<file path="src/rtl/ps2_pkg.sv">
// Shared definitions for the PS/2 keyboard receiver: scan-code constants,
// frame FSM encoding, default timing parameters and frame-check helpers.
package ps2_pkg;

    localparam int FILTER_DEFAULT  = 8;
    localparam int TIMEOUT_DEFAULT = 56000;

    localparam logic [7:0] KC_E0 = 8'hE0;
    localparam logic [7:0] KC_E1 = 8'hE1;
    localparam logic [7:0] KC_F0 = 8'hF0;
    localparam logic [7:0] KC_AA = 8'hAA;
    localparam logic [7:0] KC_FA = 8'hFA;
    localparam logic [7:0] KC_FE = 8'hFE;
    localparam logic [7:0] KC_EE = 8'hEE;
    localparam logic [7:0] KC_00 = 8'h00;
    localparam logic [7:0] KC_FF = 8'hFF;

    typedef enum logic [1:0] {
        ST_IDLE   = 2'd0,
        ST_DATA   = 2'd1,
        ST_PARITY = 2'd2,
        ST_STOP   = 2'd3
    } ps2_state_e;

    // PS/2 uses odd parity over the data byte plus the parity bit.
    function automatic logic odd_parity_ok(input logic [7:0] data, input logic par);
        return ^{data, par};
    endfunction

endpackage

</file>
<file path="src/rtl/ps2_filter.sv">
// Per-pin conditioning: 2-FF synchroniser, saturating glitch filter and a
// registered falling-edge pulse of the filtered level.
module ps2_filter
    import ps2_pkg::*;
#(
    parameter int FILTER = FILTER_DEFAULT
) (
    input  logic clock,
    input  logic reset,
    input  logic pin,
    output logic level,
    output logic fall
);

    localparam int CW = $clog2(FILTER + 1);

    logic          sync1_r;
    logic          sync2_r;
    logic          level_r;
    logic          fall_r;
    logic [CW-1:0] cnt_r;

    // Synchronise, then flip the level after FILTER consecutive differing samples.
    always_ff @(posedge clock) begin
        if (reset) begin
            sync1_r <= 1'b1;
            sync2_r <= 1'b1;
            level_r <= 1'b1;
            fall_r  <= 1'b0;
            cnt_r   <= '0;
        end else begin
            sync1_r <= pin;
            sync2_r <= sync1_r;
            fall_r  <= 1'b0;
            if (sync2_r != level_r) begin
                if (cnt_r == CW'(FILTER - 1)) begin
                    level_r <= sync2_r;
                    cnt_r   <= '0;
                    fall_r  <= ~sync2_r;
                end else begin
                    cnt_r <= cnt_r + CW'(1);
                end
            end else begin
                cnt_r <= '0;
            end
        end
    end

    assign level = level_r;
    assign fall  = fall_r;

endmodule

</file>
<file path="src/rtl/ps2_receiver.sv">
// PS/2 device-to-host receiver: frames 11-bit packets, checks parity/framing,
// recovers from stalls and decodes E0/F0/E1 prefixes into make/break events.
module ps2_receiver
    import ps2_pkg::*;
#(
    parameter int FILTER  = FILTER_DEFAULT,
    parameter int TIMEOUT = TIMEOUT_DEFAULT
) (
    input  logic       clock,
    input  logic       reset,
    input  logic       ps2Ck,
    input  logic       ps2D,
    output logic       strobe,
    output logic       pressed,
    output logic [7:0] code,
    output logic       extended,
    output logic       error
);

    localparam int TW = $clog2(TIMEOUT + 1);

    logic ck_level_s;
    logic fe_s;
    logic d_s;
    logic d_fall_s;
    logic unused_s;

    ps2_filter #(.FILTER(FILTER)) u_ck_filter (
        .clock (clock),
        .reset (reset),
        .pin   (ps2Ck),
        .level (ck_level_s),
        .fall  (fe_s)
    );

    ps2_filter #(.FILTER(FILTER)) u_d_filter (
        .clock (clock),
        .reset (reset),
        .pin   (ps2D),
        .level (d_s),
        .fall  (d_fall_s)
    );

    assign unused_s = ck_level_s ^ d_fall_s;

    ps2_state_e    state_r;
    ps2_state_e    state_n_s;
    logic [2:0]    bit_cnt_r;
    logic [7:0]    shift_r;
    logic          par_r;
    logic [TW-1:0] to_cnt_r;
    logic          timeout_s;
    logic          frame_ok_s;
    logic          frame_err_s;
    logic          frame_err_r;
    logic          byte_valid_r;
    logic [7:0]    byte_r;

    logic          strobe_r;
    logic          pressed_r;
    logic [7:0]    code_r;
    logic          extended_r;
    logic          error_r;
    logic          release_flag_r;
    logic          ext_flag_r;
    logic [2:0]    skip_r;

    // An fe in the same cycle always beats an expiring timeout.
    assign timeout_s = (state_r != ST_IDLE) && !fe_s && (to_cnt_r == TW'(TIMEOUT - 1));

    // Frame FSM next-state and frame verdicts.
    always_comb begin
        state_n_s   = state_r;
        frame_ok_s  = 1'b0;
        frame_err_s = 1'b0;
        if (fe_s) begin
            case (state_r)
                ST_IDLE: begin
                    if (!d_s) begin
                        state_n_s = ST_DATA;
                    end else begin
                        frame_err_s = 1'b1;
                    end
                end
                ST_DATA: begin
                    if (bit_cnt_r == 3'd7) begin
                        state_n_s = ST_PARITY;
                    end else begin
                        state_n_s = ST_DATA;
                    end
                end
                ST_PARITY: state_n_s = ST_STOP;
                ST_STOP: begin
                    if (d_s && odd_parity_ok(shift_r, par_r)) begin
                        frame_ok_s = 1'b1;
                    end else begin
                        frame_err_s = 1'b1;
                    end
                    state_n_s = ST_IDLE;
                end
                default: state_n_s = ST_IDLE;
            endcase
        end else if (timeout_s) begin
            state_n_s   = ST_IDLE;
            frame_err_s = 1'b1;
        end else begin
            state_n_s = state_r;
        end
    end

    // Frame state, bit shifting and stall counter.
    always_ff @(posedge clock) begin
        if (reset) begin
            state_r      <= ST_IDLE;
            bit_cnt_r    <= 3'd0;
            shift_r      <= 8'h00;
            par_r        <= 1'b0;
            to_cnt_r     <= '0;
            frame_err_r  <= 1'b0;
            byte_valid_r <= 1'b0;
            byte_r       <= 8'h00;
        end else begin
            state_r      <= state_n_s;
            frame_err_r  <= frame_err_s;
            byte_valid_r <= frame_ok_s;
            if (fe_s || state_r == ST_IDLE) begin
                to_cnt_r <= '0;
            end else begin
                to_cnt_r <= to_cnt_r + TW'(1);
            end
            if (fe_s) begin
                case (state_r)
                    ST_IDLE:   bit_cnt_r <= 3'd0;
                    ST_DATA: begin
                        shift_r   <= {d_s, shift_r[7:1]};
                        bit_cnt_r <= bit_cnt_r + 3'd1;
                    end
                    ST_PARITY: par_r  <= d_s;
                    ST_STOP:   byte_r <= shift_r;
                    default:   bit_cnt_r <= 3'd0;
                endcase
            end
        end
    end

    // Prefix decoder and registered event outputs.
    always_ff @(posedge clock) begin
        if (reset) begin
            strobe_r       <= 1'b0;
            pressed_r      <= 1'b0;
            code_r         <= 8'h00;
            extended_r     <= 1'b0;
            error_r        <= 1'b0;
            release_flag_r <= 1'b0;
            ext_flag_r     <= 1'b0;
            skip_r         <= 3'd0;
        end else begin
            strobe_r <= 1'b0;
            error_r  <= frame_err_r;
            if (byte_valid_r) begin
                if (skip_r != 3'd0) begin
                    skip_r <= skip_r - 3'd1;
                end else begin
                    case (byte_r)
                        KC_E1: skip_r         <= 3'd7;
                        KC_E0: ext_flag_r     <= 1'b1;
                        KC_F0: release_flag_r <= 1'b1;
                        KC_AA, KC_FA, KC_FE, KC_EE, KC_00, KC_FF: skip_r <= 3'd0;
                        default: begin
                            strobe_r       <= 1'b1;
                            code_r         <= byte_r;
                            pressed_r      <= ~release_flag_r;
                            extended_r     <= ext_flag_r;
                            release_flag_r <= 1'b0;
                            ext_flag_r     <= 1'b0;
                        end
                    endcase
                end
            end
        end
    end

    assign strobe   = strobe_r;
    assign pressed  = pressed_r;
    assign code     = code_r;
    assign extended = extended_r;
    assign error    = error_r;

endmodule
</file>
<file path="config.mk">
export PLATFORM = sky130hd
export DESIGN_NAME = ps2_receiver
export DESIGN_NICKNAME = d
export VERILOG_FILES = /design/src/rtl/ps2_pkg.sv /design/src/rtl/ps2_filter.sv /design/src/rtl/ps2_receiver.sv
export SDC_FILE = /design/constraint.sdc
export NUM_CORES = 1
export LEC_CHECK = 0
export CAP_MARGIN = 20
export CORE_UTILIZATION = 55
export CTS_CLUSTER_DIAMETER = 100
export DETAILED_ROUTE_END_ITERATION = 10
export GPL_TIMING_DRIVEN = 0
export PLACE_DENSITY_LB_ADDON = 0.15
export SKIP_LAST_GASP = 1
export SLEW_MARGIN = 20
export SYNTH_ARGS = -nofsm -noshare
export SYNTH_HDL_FRONTEND = slang
export SYNTH_SLANG_ARGS = --single-unit
</file>
<file path="constraint.sdc">
create_clock -name clock -period 3.73 [get_ports clock]
set_clock_uncertainty 0.1 [all_clocks]
set_input_delay 0.746 -clock clock [delete_from_list [all_inputs] [get_ports clock]]
set_output_delay 0.746 -clock clock [all_outputs]
set_load 0.01 [all_outputs]
</file>
==> summary.md <==
| Metric | Value |
|---|---|
| Outcome | finished, final reports clean |
| Sort of element at the start of the critical path | input pin |
| Core Area | ~5500 µm² |
| Vias per inst | about 5.3 |
| Count of antenna diodes in the layout | 0 |
| Overall routing resource usage | between 20% and 30% |
| Antenna-violating nets left | 0 |
| Quantity of I/O buffers inserted on ports | 15 |
| Most numerous cell on the critical path | sky130_fd_sc_hd__clkbuf_1 |
| Total number of placement rows | 27 |
| Critical R2R Capture | state_r[1] |
| Worst relative slew slack | between 60% and 70% |
| Async S/R FF share, synth | 0% |
| Critical path class | in2reg |
| Overall routed net length | just under 6000 µm |
| TritonCTS clock tree | yes |
| RSZ-0062 raised after global routing | no |
| Leading cell type by number of instances after synthesis | sky130_fd_sc_hd__dfxtp_1 |
| Max-slew violation count | 0 |
| Fraction of the mapped netlist area in simple logic gates | a little over a quarter |
| Area growth from synthesis to layout | 13.9% |
| Die span in y | 77.9 µm |
| Dominant cells by area after synthesis | sky130_fd_sc_hd__dfxtp_1 45%, sky130_fd_sc_hd__xnor2_1 5.5%, sky130_fd_sc_hd__nand2_1 5.1% |
| Library cell used as clock root buffer | sky130_fd_sc_hd__clkbuf_8 |
| Share of cells above drive strength 1 | between 6 and 7% |
| Summed instance area of the synthesized netlist | ~3200 µm² |
| Power density relative to cell area | approximately 390 nW/µm² |
| WHS Endpoint | u_ck_filter.sync2_r |
| Critical Path RT | 3.85 ns |
| Achievable frequency | around 0.42 GHz |
| Maximum buffer depth of the clock tree | 2 |
| Net switching component of the power | about 0.33 mW |
| Worst IR Drop VDD | 262 µV |
| Number of nets in the layout | about 400 |
| Pin count of the biggest net entering global routing | 15 |
| Hold_sp | u_ck_filter.sync1_r |
| Primary flip-flop cell chosen by synthesis mapping | sky130_fd_sc_hd__dfxtp_1 |
| Post-synthesis compound-gate area fraction | 9.47% |
| Die extent in x | 77.9 µm |
| Met2 GRT Util | between 30% and 40% |
| Sequential fraction of the synthesis area | between 40 and 50% |
| R2R cell count | 6 |
| Final Hold Fails | 0 |
| Post-cts hold buffer count | 0 |
| Number of synthesis warnings | 0 |
| Antenna violations before repair | 0 |
| Hold-critical path depth | 1 |
| CP max stage delay | 0.49 ns |
| Global routing met1 resource utilization | approximately a quarter |
| Ports placed on the boundary | 16 |
| Mean routed wirelength per cell | 12.9 µm |
| Cell-internal power | around 1.1 mW |
| Proportion of total power due to net switching | 23.1% |
| DRC violation total after the first TritonRoute iteration | 91 |
| Clock power share | 44.2% |
| Most frequent cells after synthesis | 72 x sky130_fd_sc_hd__dfxtp_1, 43 x sky130_fd_sc_hd__nand2_1, 35 x sky130_fd_sc_hd__nor2_1 |
| Synthesized netlist net count | approximately 380 |
| Share of synthesized area spent on multiplexers | between 3 and 4% |
| Via count of the first global-routing pass | between 2000 and 2500 |
| Initial core utilization | about 57% |
| Clock-pin transition on the worst setup and hold timing paths | 0.09 ns |
| Sequential share of power | 54.2% |
| Count of unique library cells instantiated by Yosys | 47 |
| Post-synthesis instance total | roughly 360 |
| Maximum level of the CTS H-tree | 3 |
| Insertion delay to the later sink of the worst-skew pair | 0.35 ns |
| Synth Area in XOR/XNOR | approximately 7.6% |
| Number of synthesized register bits | between 70 and 80 |
| Total clock buffers created by CTS | 9 |
| Util after Layout | 65.2% |
| Postcts setup bufs | 0 |
| Kind of path behind the tightest hold check | reg2reg |
| CTS resizes | 0 |
| Cell at the slowest stage of the critical path | sky130_fd_sc_hd__clkdlybuf4s50_1 |
| Total number of vias | between 2000 and 2500 |
| Drt first pass iters | 4 |
| Most congested layer reported by global routing | met2 |
| Largest fanout on the critical path | 10 |
| R2R setup slack | roughly 1.6 ns |
| Min Tclk post-route | ~2.4 ns |
| Crit path cell chain | clkdlybuf4s50_1 -> clkbuf_1 -> clkbuf_1 -> clkbuf_1 -> nor2_1 |
| Num Clock Sinks | 72 |
| Die footprint | 6070 µm² |
| Actual slew at the worst max-slew pin | ~0.54 ns |
| Arrival time of the worst setup path | about 2.5 ns |
| Combinational Power Share | approximately 1.6% |
| Area share of fa/ha/maj cells after synthesis | 4.73% |
| Routability Congestion | 0.824 |
| Leakage power of the design | between 1 and 1.5 nW |
| Fraction of the cycle the final worst path needs | 64.2% |
| Crit Reg-Reg Startpoint | state_r[0] |
| Max-cap viol count | 0 |
| Proportion of netlist area held by the largest area contributor | 45.4% |
| Grt met3 use | between 3 and 4% |
| Post-route DRC violation count | 0 |
| Total overflow reported by the global router | 0 |
| Mapped Avg Cell Area | between 8 and 9 µm² |
| Crit. End Element | register |
| Global-route wire length before repair | between 10000 and 15000 µm |
| Number of enable flip-flop cells after synthesis | 0 |
| Final setup violating endpoints | 0 |
| Total negative setup slack | 0 ns |
| Most area-hungry cell type in the Yosys netlist | sky130_fd_sc_hd__dfxtp_1 |
| Main combinational cell family by area after synthesis | simple AND/OR/NAND/NOR gates |
| Post-DP HPWL | between 4000 and 5000 µm |
## worst max-delay path by stage
stage | start | endpoint | slack [ns] | depth (start not counted)
6_report | reset | bit_cnt_r[1] | 1.34 | 5
5_1_grt | reset | byte_r[0] | 1.16 | 5
4_1_cts | reset | bit_cnt_r[0] | 1.31 | 5
3_5_place_dp | reset | bit_cnt_r[0] | 0.94 | 5
2_1_floorplan | state_r[0] | state_r[0] | 1.81 | 6
3_3_place_gp | reset | bit_cnt_r[1] | 1.01 | 5
## state kept, by name, indices dropped and copies added (netlist names), 3 cells and up
name,cells
u_d_filter.cnt_r,4
skip_r,3
to_cnt_r,16
shift_r,8
u_ck_filter.cnt_r,4
bit_cnt_r,3
code,8
byte_r,8
## metrics by stage
stage / setup slack (ns) / instance area, µm² / std cells / total power, mW / hold WS (ns)
after global routing: 1.16 / 3610 / 462 / 1.47 / 0.328
after detailed placement: 0.943 / 3410 / 446 / 0.813 / 0.294
after global placement: 1.01 / 3410 / 446 / 0.812 / 0.291
final: 1.34 / 3610 / 462 / 1.42 / 0.314
after floorplan: 1.81 / 3170 / 359 / 0.804 / 0.289
after CTS: 1.31 / 3610 / 462 / 1.44 / 0.315
## cells by family after synthesis
| family | after synthesis |
|---|---|
| buffers and inverters | 27 |
| flip-flops | 72 |
| AND/OR/NAND/NOR | 164 |
| XOR/XNOR | 26 |
| multiplexers | 10 |
| adder cells (fa/ha/maj) | 12 |
| AO/OA/AOI/OAI | 48 |
## final cells by class
class	count	area, µm²
clock inverters	7	77.6
inverters	12	45.0
repair buffers	15	150
multi-input cells	260	1620
well taps	72	90.1
flip-flops and latches	72	1440
fillers	483	1930
plain buffers	15	61.3
clock buffers	9	124
## power by group through the flow
stage	combinational, mW	clock [mW]	sequential (mW)
6_report	0.0232	0.629	0.772
5_1_grt	0.0259	0.671	0.772
4_1_cts	0.0233	0.641	0.772
3_5_place_dp	0.0233	0	0.790
3_3_place_gp	0.0225	0	0.790
2_1_floorplan	0.0145	0	0.790
## routing by layer
metal,up-vias,routed length [µm]
met5,-,0
met4,0,127
met3,12,174
met2,38,2760
met1,1108,2880
li1,1277,-
## placed cells by master, fill, tap and decap left out, drive strengths merged, types with 2 or more instances in the layout
master / count
nand2: 43
mux2i: 9
or3: 5
or4: 2
ha: 12
o21bai: 2
clkdlybuf4s50: 15
a211o: 2
or2: 4
nor2: 35
buf: 2
nor3b: 3
xor2: 5
a21oi: 22
clkinv: 2
nor4b: 2
a22oi: 2
nand4: 3
nor4: 4
and2: 2
nor4bb: 2
xnor2: 20
dfxtp: 72
o21ai: 8
nand3: 18
inv: 15
clkbuf: 22
nor3: 8
nand2b: 18
nor2b: 6
and3: 4
a31oi: 3
o211ai: 2
## worst max-delay path, delay by kind of cell
kind	cells	cell delay, ns
buf+inv	4	1.67
simple gates	1	0.10
Power figures use the tool's default switching activity.
